File: src/rtl/fga_pkg.sv
// Shared constants and types for the screen write path: register map,
// display modes, text geometry and write-engine FSM states.
package fga_pkg;

  localparam logic [3:0] REG_MODE  = 4'd0;
  localparam logic [3:0] REG_DATA  = 4'd1;
  localparam logic [3:0] REG_FILL  = 4'd2;
  localparam logic [3:0] REG_CURLO = 4'd3;
  localparam logic [3:0] REG_CURHI = 4'd4;
  localparam logic [3:0] REG_CTRL  = 4'd5;

  typedef enum logic [1:0] {
    MODE_TEXT0   = 2'd0,
    MODE_TEXT1   = 2'd1,
    MODE_BITMAP2 = 2'd2,
    MODE_BITMAP3 = 2'd3
  } mode_t;

  localparam int unsigned TXT_COLS = 80;
  localparam int unsigned TXT_ROWS = 60;

  typedef enum logic [1:0] {
    ST_IDLE  = 2'd0,
    ST_DRAIN = 2'd1,
    ST_CLEAR = 2'd2
  } state_t;

endpackage

File: src/rtl/wr_fifo.sv
// Synchronous FIFO for pending screen writes; a pop frees its slot for a
// push on the same edge, so a full FIFO can accept while draining.
module wr_fifo #(
  parameter int unsigned DEPTH = 8,
  parameter int unsigned WIDTH = 24
) (
  input  logic             clk,
  input  logic             rst_n,
  input  logic             push,
  input  logic             pop,
  input  logic [WIDTH-1:0] din,
  output logic [WIDTH-1:0] dout,
  output logic             full,
  output logic             empty
);

  localparam int unsigned AW = $clog2(DEPTH);
  localparam logic [AW:0] FULL_CNT = (AW+1)'(DEPTH);

  logic [WIDTH-1:0] mem [DEPTH];
  logic [AW-1:0]    wr_ptr;
  logic [AW-1:0]    rd_ptr;
  logic [AW:0]      count;
  logic             do_push;
  logic             do_pop;

  assign do_pop  = pop && (count != '0);
  assign do_push = push && ((count != FULL_CNT) || do_pop);

  assign dout  = mem[rd_ptr];
  assign full  = (count == FULL_CNT);
  assign empty = (count == '0);

  always_ff @(posedge clk) begin
    if (do_push) mem[wr_ptr] <= din;
  end

  always_ff @(posedge clk or negedge rst_n) begin
    if (!rst_n) begin
      wr_ptr <= '0;
      rd_ptr <= '0;
      count  <= '0;
    end else begin
      if (do_push) wr_ptr <= wr_ptr + 1'b1;
      if (do_pop)  rd_ptr <= rd_ptr + 1'b1;
      case ({do_push, do_pop})
        2'b10:   count <= count + 1'b1;
        2'b01:   count <= count - 1'b1;
        default: count <= count;
      endcase
    end
  end

endmodule

File: src/rtl/screen_write_ctrl.sv
// Host-to-screen-RAM write engine: register file, auto-incrementing cursor,
// write FIFO and the hardware clear-screen sequencer.
module screen_write_ctrl
  import fga_pkg::*;
#(
  parameter int unsigned DEPTH    = 8,
  parameter logic [15:0] CLR_LAST = 16'h1DFF
) (
  input  logic        clk,
  input  logic        rst_n,
  input  logic        wr_stb,
  input  logic [3:0]  wr_rs,
  input  logic [7:0]  wr_data,
  input  logic        ram_wr_allow,
  output logic [15:0] ram_wraddr,
  output logic [7:0]  ram_data,
  output logic        ram_wren,
  output logic [1:0]  mode,
  output logic        busy,
  output logic        fifo_full,
  output logic        overflow
);

  localparam logic [7:0] X_LAST = 8'(TXT_COLS - 1);
  localparam logic [7:0] Y_LAST = 8'(TXT_ROWS - 1);

  logic [7:0]  cur_lo;
  logic [7:0]  cur_hi;
  logic [7:0]  nxt_lo;
  logic [7:0]  nxt_hi;
  logic [7:0]  fill;
  logic        auto_inc;
  logic [15:0] cur_addr;
  logic [15:0] clr_cnt;
  state_t      state;

  logic        data_wr;
  logic        clr_req;
  logic        drain;
  logic        push_ok;
  logic        fifo_empty;
  logic [23:0] fifo_dout;

  assign data_wr = wr_stb && (wr_rs == REG_DATA);
  assign clr_req = wr_stb && (wr_rs == REG_CTRL) && wr_data[1];
  assign drain   = ram_wr_allow && (state != ST_CLEAR) && !fifo_empty;
  assign push_ok = data_wr && (!fifo_full || drain);
  assign busy    = !fifo_empty || (state != ST_IDLE);

  // mode[1] selects the linear bitmap addressing; modes 0/1 use XY text cells.
  assign cur_addr = mode[1] ? {cur_hi, cur_lo} : {1'b0, cur_hi, cur_lo[6:0]};

  always_comb begin
    nxt_lo = cur_lo;
    nxt_hi = cur_hi;
    if (mode[1]) begin
      {nxt_hi, nxt_lo} = {cur_hi, cur_lo} + 16'd1;
    end else if (cur_lo >= X_LAST) begin
      nxt_lo = '0;
      nxt_hi = (cur_hi >= Y_LAST) ? '0 : cur_hi + 8'd1;
    end else begin
      nxt_lo = cur_lo + 8'd1;
    end
  end

  wr_fifo #(
    .DEPTH(DEPTH),
    .WIDTH(24)
  ) u_fifo (
    .clk   (clk),
    .rst_n (rst_n),
    .push  (push_ok),
    .pop   (drain),
    .din   ({cur_addr, wr_data}),
    .dout  (fifo_dout),
    .full  (fifo_full),
    .empty (fifo_empty)
  );

  always_ff @(posedge clk or negedge rst_n) begin
    if (!rst_n) begin
      mode     <= '0;
      cur_lo   <= '0;
      cur_hi   <= '0;
      fill     <= '0;
      auto_inc <= 1'b1;
      overflow <= 1'b0;
    end else if (wr_stb) begin
      case (wr_rs)
        REG_MODE:  mode <= wr_data[1:0];
        REG_DATA: begin
          if (!push_ok) begin
            overflow <= 1'b1;
          end else if (auto_inc) begin
            cur_lo <= nxt_lo;
            cur_hi <= nxt_hi;
          end
        end
        REG_FILL:  fill   <= wr_data;
        REG_CURLO: cur_lo <= wr_data;
        REG_CURHI: cur_hi <= wr_data;
        REG_CTRL: begin
          auto_inc <= wr_data[0];
          if (wr_data[2]) overflow <= 1'b0;
        end
        default: ;
      endcase
    end
  end

  always_ff @(posedge clk or negedge rst_n) begin
    if (!rst_n) begin
      state      <= ST_IDLE;
      clr_cnt    <= '0;
      ram_wren   <= 1'b0;
      ram_wraddr <= '0;
      ram_data   <= '0;
    end else begin
      ram_wren <= 1'b0;
      if (drain) begin
        ram_wren               <= 1'b1;
        {ram_wraddr, ram_data} <= fifo_dout;
      end
      case (state)
        ST_IDLE: begin
          if (clr_req) state <= ST_DRAIN;
        end
        ST_DRAIN: begin
          if (fifo_empty) begin
            state   <= ST_CLEAR;
            clr_cnt <= '0;
          end
        end
        ST_CLEAR: begin
          // Fill is read live so a mid-clear change applies from the next address.
          if (ram_wr_allow) begin
            ram_wren   <= 1'b1;
            ram_wraddr <= clr_cnt;
            ram_data   <= fill;
            clr_cnt    <= clr_cnt + 16'd1;
            if (clr_cnt == CLR_LAST) state <= ST_IDLE;
          end
        end
        default: state <= ST_IDLE;
      endcase
    end
  end

endmodule
File: config.mk
export PLATFORM = sky130hd
export DESIGN_NAME = screen_write_ctrl
export DESIGN_NICKNAME = d
export VERILOG_FILES = /design/src/rtl/fga_pkg.sv /design/src/rtl/wr_fifo.sv /design/src/rtl/screen_write_ctrl.sv
export SDC_FILE = /design/constraint.sdc
export NUM_CORES = 1
export LEC_CHECK = 0
export BUFFER_PORTS_ARGS = -buffer_cell sky130_fd_sc_hd__buf_2
export CAP_MARGIN = 25
export CORE_AREA = 2 2 181 165
export DETAILED_ROUTE_END_ITERATION = 16
export DIE_AREA = 0 0 183 167
export HOLD_SLACK_MARGIN = 0.05
export MAX_ROUTING_LAYER = met4
export SETUP_SLACK_MARGIN = 0.2
export SYNTH_ARGS = -nofsm -noshare
export SYNTH_HDL_FRONTEND = slang
export SYNTH_SLANG_ARGS = --single-unit
File: constraint.sdc
create_clock -name clk -period 5.5 [get_ports clk]
set_input_delay 0 -clock clk [delete_from_list [all_inputs] [get_ports clk]]
set_output_delay 0 -clock clk [all_outputs]
set_load 0.01 [all_outputs]
==> results.json, run 1 <==
{
  "post_cts_resized": 0,
  "antenna_left": 0,
  "fin_tns_setup_ns": 0,
  "status": "finished, final reports clean",
  "postCtsSetupRepairBufs": 0,
  "grt_pass1_wl_um": 40600,
  "synth_edf_count": 192,
  "ys_types": 69,
  "hold_path_class": "in2reg",
  "cts_buffer_depth": 3,
  "fin_crit_sh_pct": 59.8,
  "place_hpwl_um": 17000,
  "clockRootBuffer": "clkbuf_16",
  "antenna_cells": 0,
  "pwr_density_cell_nw_per_um2": 472,
  "portBuffers": 45,
  "slowest_delay_ns": 0.89,
  "finalPower_mw": 6.38,
  "finClkSkew_ns": 0.00858,
  "critPathLaunchType": "input port",
  "area_growth_pct": 16.2,
  "chipHeight_um": 167,
  "drt-total-wl_um": 26300,
  "clk_pin_slew_ns": 0.06,
  "cts_hold_repair.buffers": 19,
  "grt_use_total_pct": 18.0,
  "core_sq_um": 28600,
  "dieArea_sq_um": 30600,
  "rsz0062_at_grt": "false",
  "routabilityCongestion": 0.818,
  "clk_latency_ns": 0.54,
  "path_cells": "dlygate4sd3_1, buf_2, nand4bb_1, nor2_8, and2_1, clkinv_1, nor3_2, buf_4",
  "drc": 0,
  "tightest_slew_ns": 0.998,
  "critPathTopFamily": "simple AND/OR/NAND/NOR gates",
  "final_common_cell": "edfxtp_1",
  "synth_top_area_share_pct": 49.5,
  "via_count": 6740,
  "synth-seq-area-share_pct": 67.0,
  "cts_tree": "yes",
  "drive_gt1_share_pct": 24.5,
  "ys_ff_latch": 273,
  "vdd_drop_max_uv": 245,
  "synth_flop_cell": "edfxtp_1",
  "timing_worst_setup_path_type": "in2reg",
  "synth.net_count": 760,
  "finalSetupViolCount": 0,
  "grt_max_degree": 51,
  "nets": 835,
  "grt_overflow": 0,
  "synthCells": 735,
  "rows": 59,
  "cap_viol_max_count": 0,
  "hold_violations": 0,
  "yosysWarnings": 0,
  "synth_area_sq_um": 11600,
  "via_per_inst": 5.63,
  "max_freq_mhz": 304,
  "wire_per_inst_um": 21.9,
  "period_minus_slack_ns": 3.29,
  "ios": 46,
  "initial_core_util_pct": 40.6,
  "critPathMaxFanout": 13,
  "cts_made_buffers": 29,
  "synth_area_leader_cell": "edfxtp_1",
  "endpoint_kind": "register",
  "antenna_found_initial": 0,
  "crit_arrival_ns": 3.52,
  "slew_viol_final": 0,
  "final_cell_mix": "edfxtp_1, dfrtp_1, mux4_2, buf_2, nand2_1",
  "die_width_um": 183,
  "cts_sinks": 273,
  "synthArstFlopShare_pct": 29.7,
  "cts-htree-levels": 1,
  "worstPathRequired_ns": 5.73,
  "dp_slack_ns": 2.20,
  "cpMaxStageDelayCell": "nor3_2",
  "synth_area_leaders": "edfxtp_1, dfrtp_1, mux4_2",
  "dr.pass1.iters": 5,
  "setup_ws_ns": 2.21,
  "timing.critical_path.buf_inv": 4,
  "relSlewSlack_pct": 33.1,
  "leakagePower_nw": 4.80,
  "drtIter0Drc": 780,
  "synth.avg_cell_area_sq_um": 15.8,
  "grt_pass1_vias": 6588
}
[layer usage]
layer  vias up  wire, um  track usage, %
met5         -         0               -
met2       164     11800            26.5
met4         0       567            4.03
met1      3479     12600            26.8
li1       3059         -               -
met3        38      1330            2.54
[per-stage QoR]
stage | area (sq um) | util [%] | std cells | hold WS (ns)
after global placement | 12300 | 42.9 | 1122 | 0.0191
after CTS | 13500 | 47.0 | 1195 | 0.375
after detailed placement | 12300 | 42.9 | 1123 | 0.0161
after global routing | 13500 | 47.2 | 1198 | 0.385
final | 13500 | 47.2 | 1198 | 0.399
after floorplan | 11600 | - | 735 | -0.296
[final timing paths]
kind | endpoint | start | slack (ns) | cells after the start
max in group asynchronous | cur_hi[0]$_DFFE_PN0P_ | rst_n | 4.42 | 4
hold reg to reg | fill[2]$_DFFE_PN0P_ | fill[2]$_DFFE_PN0P_ | 0.49 | 2
min in group asynchronous | clr_cnt[3]$_DFFE_PN0P_ | rst_n | 0.50 | 4
hold / removal | u_fifo.mem[1][2]$_DFFE_PP_ | wr_data[2] | 0.40 | 2
setup reg to reg | u_fifo.mem[3][9]$_DFFE_PP_ | state[1]$_DFFE_PN0P_ | 2.34 | 6
setup / recovery | u_fifo.mem[3][9]$_DFFE_PP_ | wr_rs[2] | 2.21 | 8
[worst reg2reg max path, stage by stage, from the launching register on]
cell	delay (ns)
dfrtp_1	0.47
nand2b_1	0.17
a21bo_2	0.25
and2_1	0.33
clkinv_1	0.36
nor3_2	0.89
buf_4	0.38
[cells in the mapped netlist (all sizes together) (6+ instances only)]
cell,count
nand4,10
inv,13
edfxtp,192
mux2i,25
nor4,8
nand2,39
xnor2,16
mux2,18
o21ai,41
o31ai,8
a22oi,28
a21oi,8
nand3,18
and3,6
o22ai,7
dfrtp,80
clkbuf,21
buf,16
nor3,22
mux4,48
ha,8
nor2,35
xor2,6
[cell type report]
cell class                      count  area [sq um]
Clock buffer                       34           764
Timing Repair Buffer               81           581
Fill cell                        2450         15100
Clock inverter                     19           224
Multi-Input combinational cell    411          3640
Inverter                           14          52.6
Sequential cell                   273          7800
Tap cell                          366           458
[power by group]
part | internal (mW) | leakage [nW] | total [mW] | switching [mW]
logic | 0.731 | 1.57 | 1.58 | 0.853
registers | 2.50 | 2.75 | 2.80 | 0.300
clock network | 1.19 | 0.479 | 1.99 | 0.804
total | 4.42 | 4.80 | 6.38 | 1.96
[sequential cells by signal, indices dropped and copies added, names as in the netlist]
name	flops
clr_cnt	16
overflow	1
fill	8
cur_lo	8
u_fifo.count	4
u_fifo.wr_ptr	3
ram_data	8
state	2
ram_wren	1
mode	2
u_fifo.rd_ptr	3
ram_wraddr	16
u_fifo.mem	192
auto_inc	1
cur_hi	8
[logic make-up after synthesis]
group,Yosys count,synth area share (%)
buffers and inverters,51,2.03
XOR/XNOR,22,1.66
adder cells (fa/ha/maj),9,1.03
AO/OA/AOI/OAI,118,6.92
flip-flops,273,67.0
AND/OR/NAND/NOR,171,8.17
multiplexers,91,13.2
(Power assumes the default switching activity.)
==> inputs of run 2 (changes only) <==
==> constraint.sdc (replaced) <==
create_clock -name clk -period 3.2 [get_ports clk]
set_input_delay 0 -clock clk [delete_from_list [all_inputs] [get_ports clk]]
set_output_delay 0 -clock clk [all_outputs]
set_load 0.01 [all_outputs]
==> run 2 against run 1 <==
Net effect:
- first-iteration DRC count decreased by 41%
- total power up 75%
- combinational power rose by 70%
- sequential share of layout area fell by 0.40 points
- count of clock-buffer cells in the layout shrank 2
- critical path type is now reg2reg
- largest power group unchanged
==> results.json, run 2 (synthesis results as in run 1) <==
{
  "grt_pass1_vias": 6842,
  "critPathMaxFanout": 15,
  "rows": 59,
  "clockRootBuffer": "clkbuf_16",
  "clk_latency_ns": 0.54,
  "portBuffers": 45,
  "cts_made_buffers": 28,
  "antenna_cells": 0,
  "seqPwrFrac_pct": 43.7,
  "ios": 46,
  "r2r_end": "cur_hi[3]$_DFFE_PN0P_",
  "rsz0062_at_grt": "false",
  "finalSetupViolCount": 0,
  "largest_reg_flops": 192,
  "cts-htree-levels": 1,
  "critPathCapture": "cur_hi[3]$_DFFE_PN0P_",
  "reg2regPathDepth": 6,
  "largest_registers": "u_fifo.mem (192), clr_cnt (16), ram_wraddr (16)",
  "initial_core_util_pct": 40.6,
  "placed_cells": 1136,
  "leakagePower_nw": 4.85,
  "holdWs_ns": 0.0854,
  "p_sw_mw": 3.33,
  "via_per_inst": 5.60,
  "wire_per_inst_um": 22.0,
  "nets": 840,
  "crit_arrival_ns": 3.07,
  "place_hpwl_um": 17000,
  "endpoint_kind": "register",
  "p_int_mw": 7.83,
  "min_path_cells": 4,
  "ff2ff_setup_slack_ns": 0.55,
  "die_width_um": 183,
  "drc": 0,
  "grt_overflow": 0,
  "cts_sinks": 273,
  "switching_share_pct": 29.8,
  "largest_register": "u_fifo.mem",
  "fill_cells": 2470,
  "cap_viol_max_count": 0,
  "drt-total-wl_um": 26400,
  "grt_use_total_pct": 18.3,
  "worstPathRequired_ns": 3.62,
  "finalPower_mw": 11.2,
  "dr.pass1.iters": 5,
  "cts_tree": "yes",
  "antenna_left": 0,
  "p_clk_share_pct": 32.2,
  "fin_crit_sh_pct": 82.7,
  "final_cells": 1203,
  "drive_gt1_share_pct": 25.0,
  "pwr_density_cell_nw_per_um2": 819,
  "area_growth_pct": 17.0,
  "relSlewSlack_pct": 33.3,
  "dieArea_sq_um": 30600,
  "cts_buffer_depth": 3,
  "vdd_drop_max_uv": 553,
  "antenna_found_initial": 0,
  "comb_power_share_pct": 24.1,
  "final_cell_mix": "edfxtp_1, dfrtp_1, mux4_2, buf_2, nand2_1",
  "r2r_start": "cur_lo[0]$_DFFE_PN0P_",
  "status": "finished, final reports clean",
  "critPathLaunchType": "register",
  "period_minus_slack_ns": 2.65,
  "chipHeight_um": 167,
  "hold_violations": 0,
  "drtIter0Drc": 458,
  "clk_pin_slew_ns": 0.07,
  "tightest_slew_ns": 0.995,
  "max_freq_mhz": 378,
  "slew_viol_final": 0,
  "timing_worst_setup_path_type": "reg2reg",
  "routabilityCongestion": 0.837,
  "crit_start": "cur_lo[0]$_DFFE_PN0P_",
  "final_common_cell": "edfxtp_1",
  "via_count": 6741,
  "core_sq_um": 28600,
  "fin_area_sq_um": 13600,
  "hold_path_class": "in2reg",
  "grt_pass1_wl_um": 41400,
  "finClkSkew_ns": 0.0109,
  "grt_max_degree": 68,
  "dpl_cell_area_sq_um": 12400
}
[run 2: cell types whose count changed in the layout (fill, tap and decap cells not counted), sizes merged]
cell and change:
clkinv +2, clkinvlp -3, buf +9, clkbuf -2, inv -1, dlygate4sd3 -3, bufinv +3
[run 2: critical path: stages, from the launching register on]
cell and delay (ns):
dfrtp_1 0.53, ha_1 0.34, and3_4 0.21, o31a_1 0.26
o41ai_4 0.47, or2_0 0.38, mux2_4 0.33
[run 2: power groups by stage]
| stage | clock network, mW | registers (mW) | logic, mW |
|---|---|---|---|
| finish | 3.59 | 4.88 | 2.69 |
| global route | 3.80 | 4.96 | 2.97 |
| CTS | 3.66 | 4.89 | 2.73 |
| detailed placement | 0 | 4.96 | 2.71 |
| global placement | 0 | 4.94 | 2.69 |
| floorplan | 0 | 4.73 | 1.90 |
[run 2: metrics by stage]
stage | setup slack [ns] | util [%] | setup TNS [ns]
finish | 0.553 | 47.5 | 0
global route | 0.387 | 47.5 | 0
CTS | 0.556 | 47.5 | 0
detailed placement | 0.560 | 43.4 | 0
global placement | 0.622 | 43.4 | 0
floorplan | -0.191 | - | -13.75
[run 2: final cells by class]
cell class	count	area, sq um	area share, %
clock buffers	32	747	5.49
clock inverters	20	284	2.09
inverters	14	52.6	0.386
multi-input cells	411	3660	26.9
flip-flops and latches	273	7800	57.3
well taps	366	458	3.36
repair buffers	87	618	4.54
[run 2: metal layers]
metal	routed length, um	vias to the layer above	track usage [%]
li1	-	3064	-
met1	12500	3456	26.6
met2	12000	180	27.3
met3	1320	41	2.95
met4	529	0	4.07
met5	0	-	-
[run 2: worst min-delay path by stage]
| stage | to | slack (ns) | startpoint |
|---|---|---|---|
| floorplan | clr_cnt[0]$_DFFE_PN0P_ | -0.30 | rst_n |
| global placement | ram_wraddr[1]$_DFF_PN0_ | 0.18 | rst_n |
| detailed placement | ram_wraddr[4]$_DFF_PN0_ | 0.20 | rst_n |
| CTS | mode[1]$_DFFE_PN0P_ | 0.06 | wr_rs[1] |
| global route | mode[1]$_DFFE_PN0P_ | 0.11 | wr_rs[1] |
| finish | mode[1]$_DFFE_PN0P_ | 0.09 | wr_rs[1] |
[run 2: what timing repair did]
action / in CTS / in global routing
buffers inserted: 0 / 0
hold buffers: 15 / 0
hold endpoints to repair: 162 / 0
resized for setup: 0 / 0
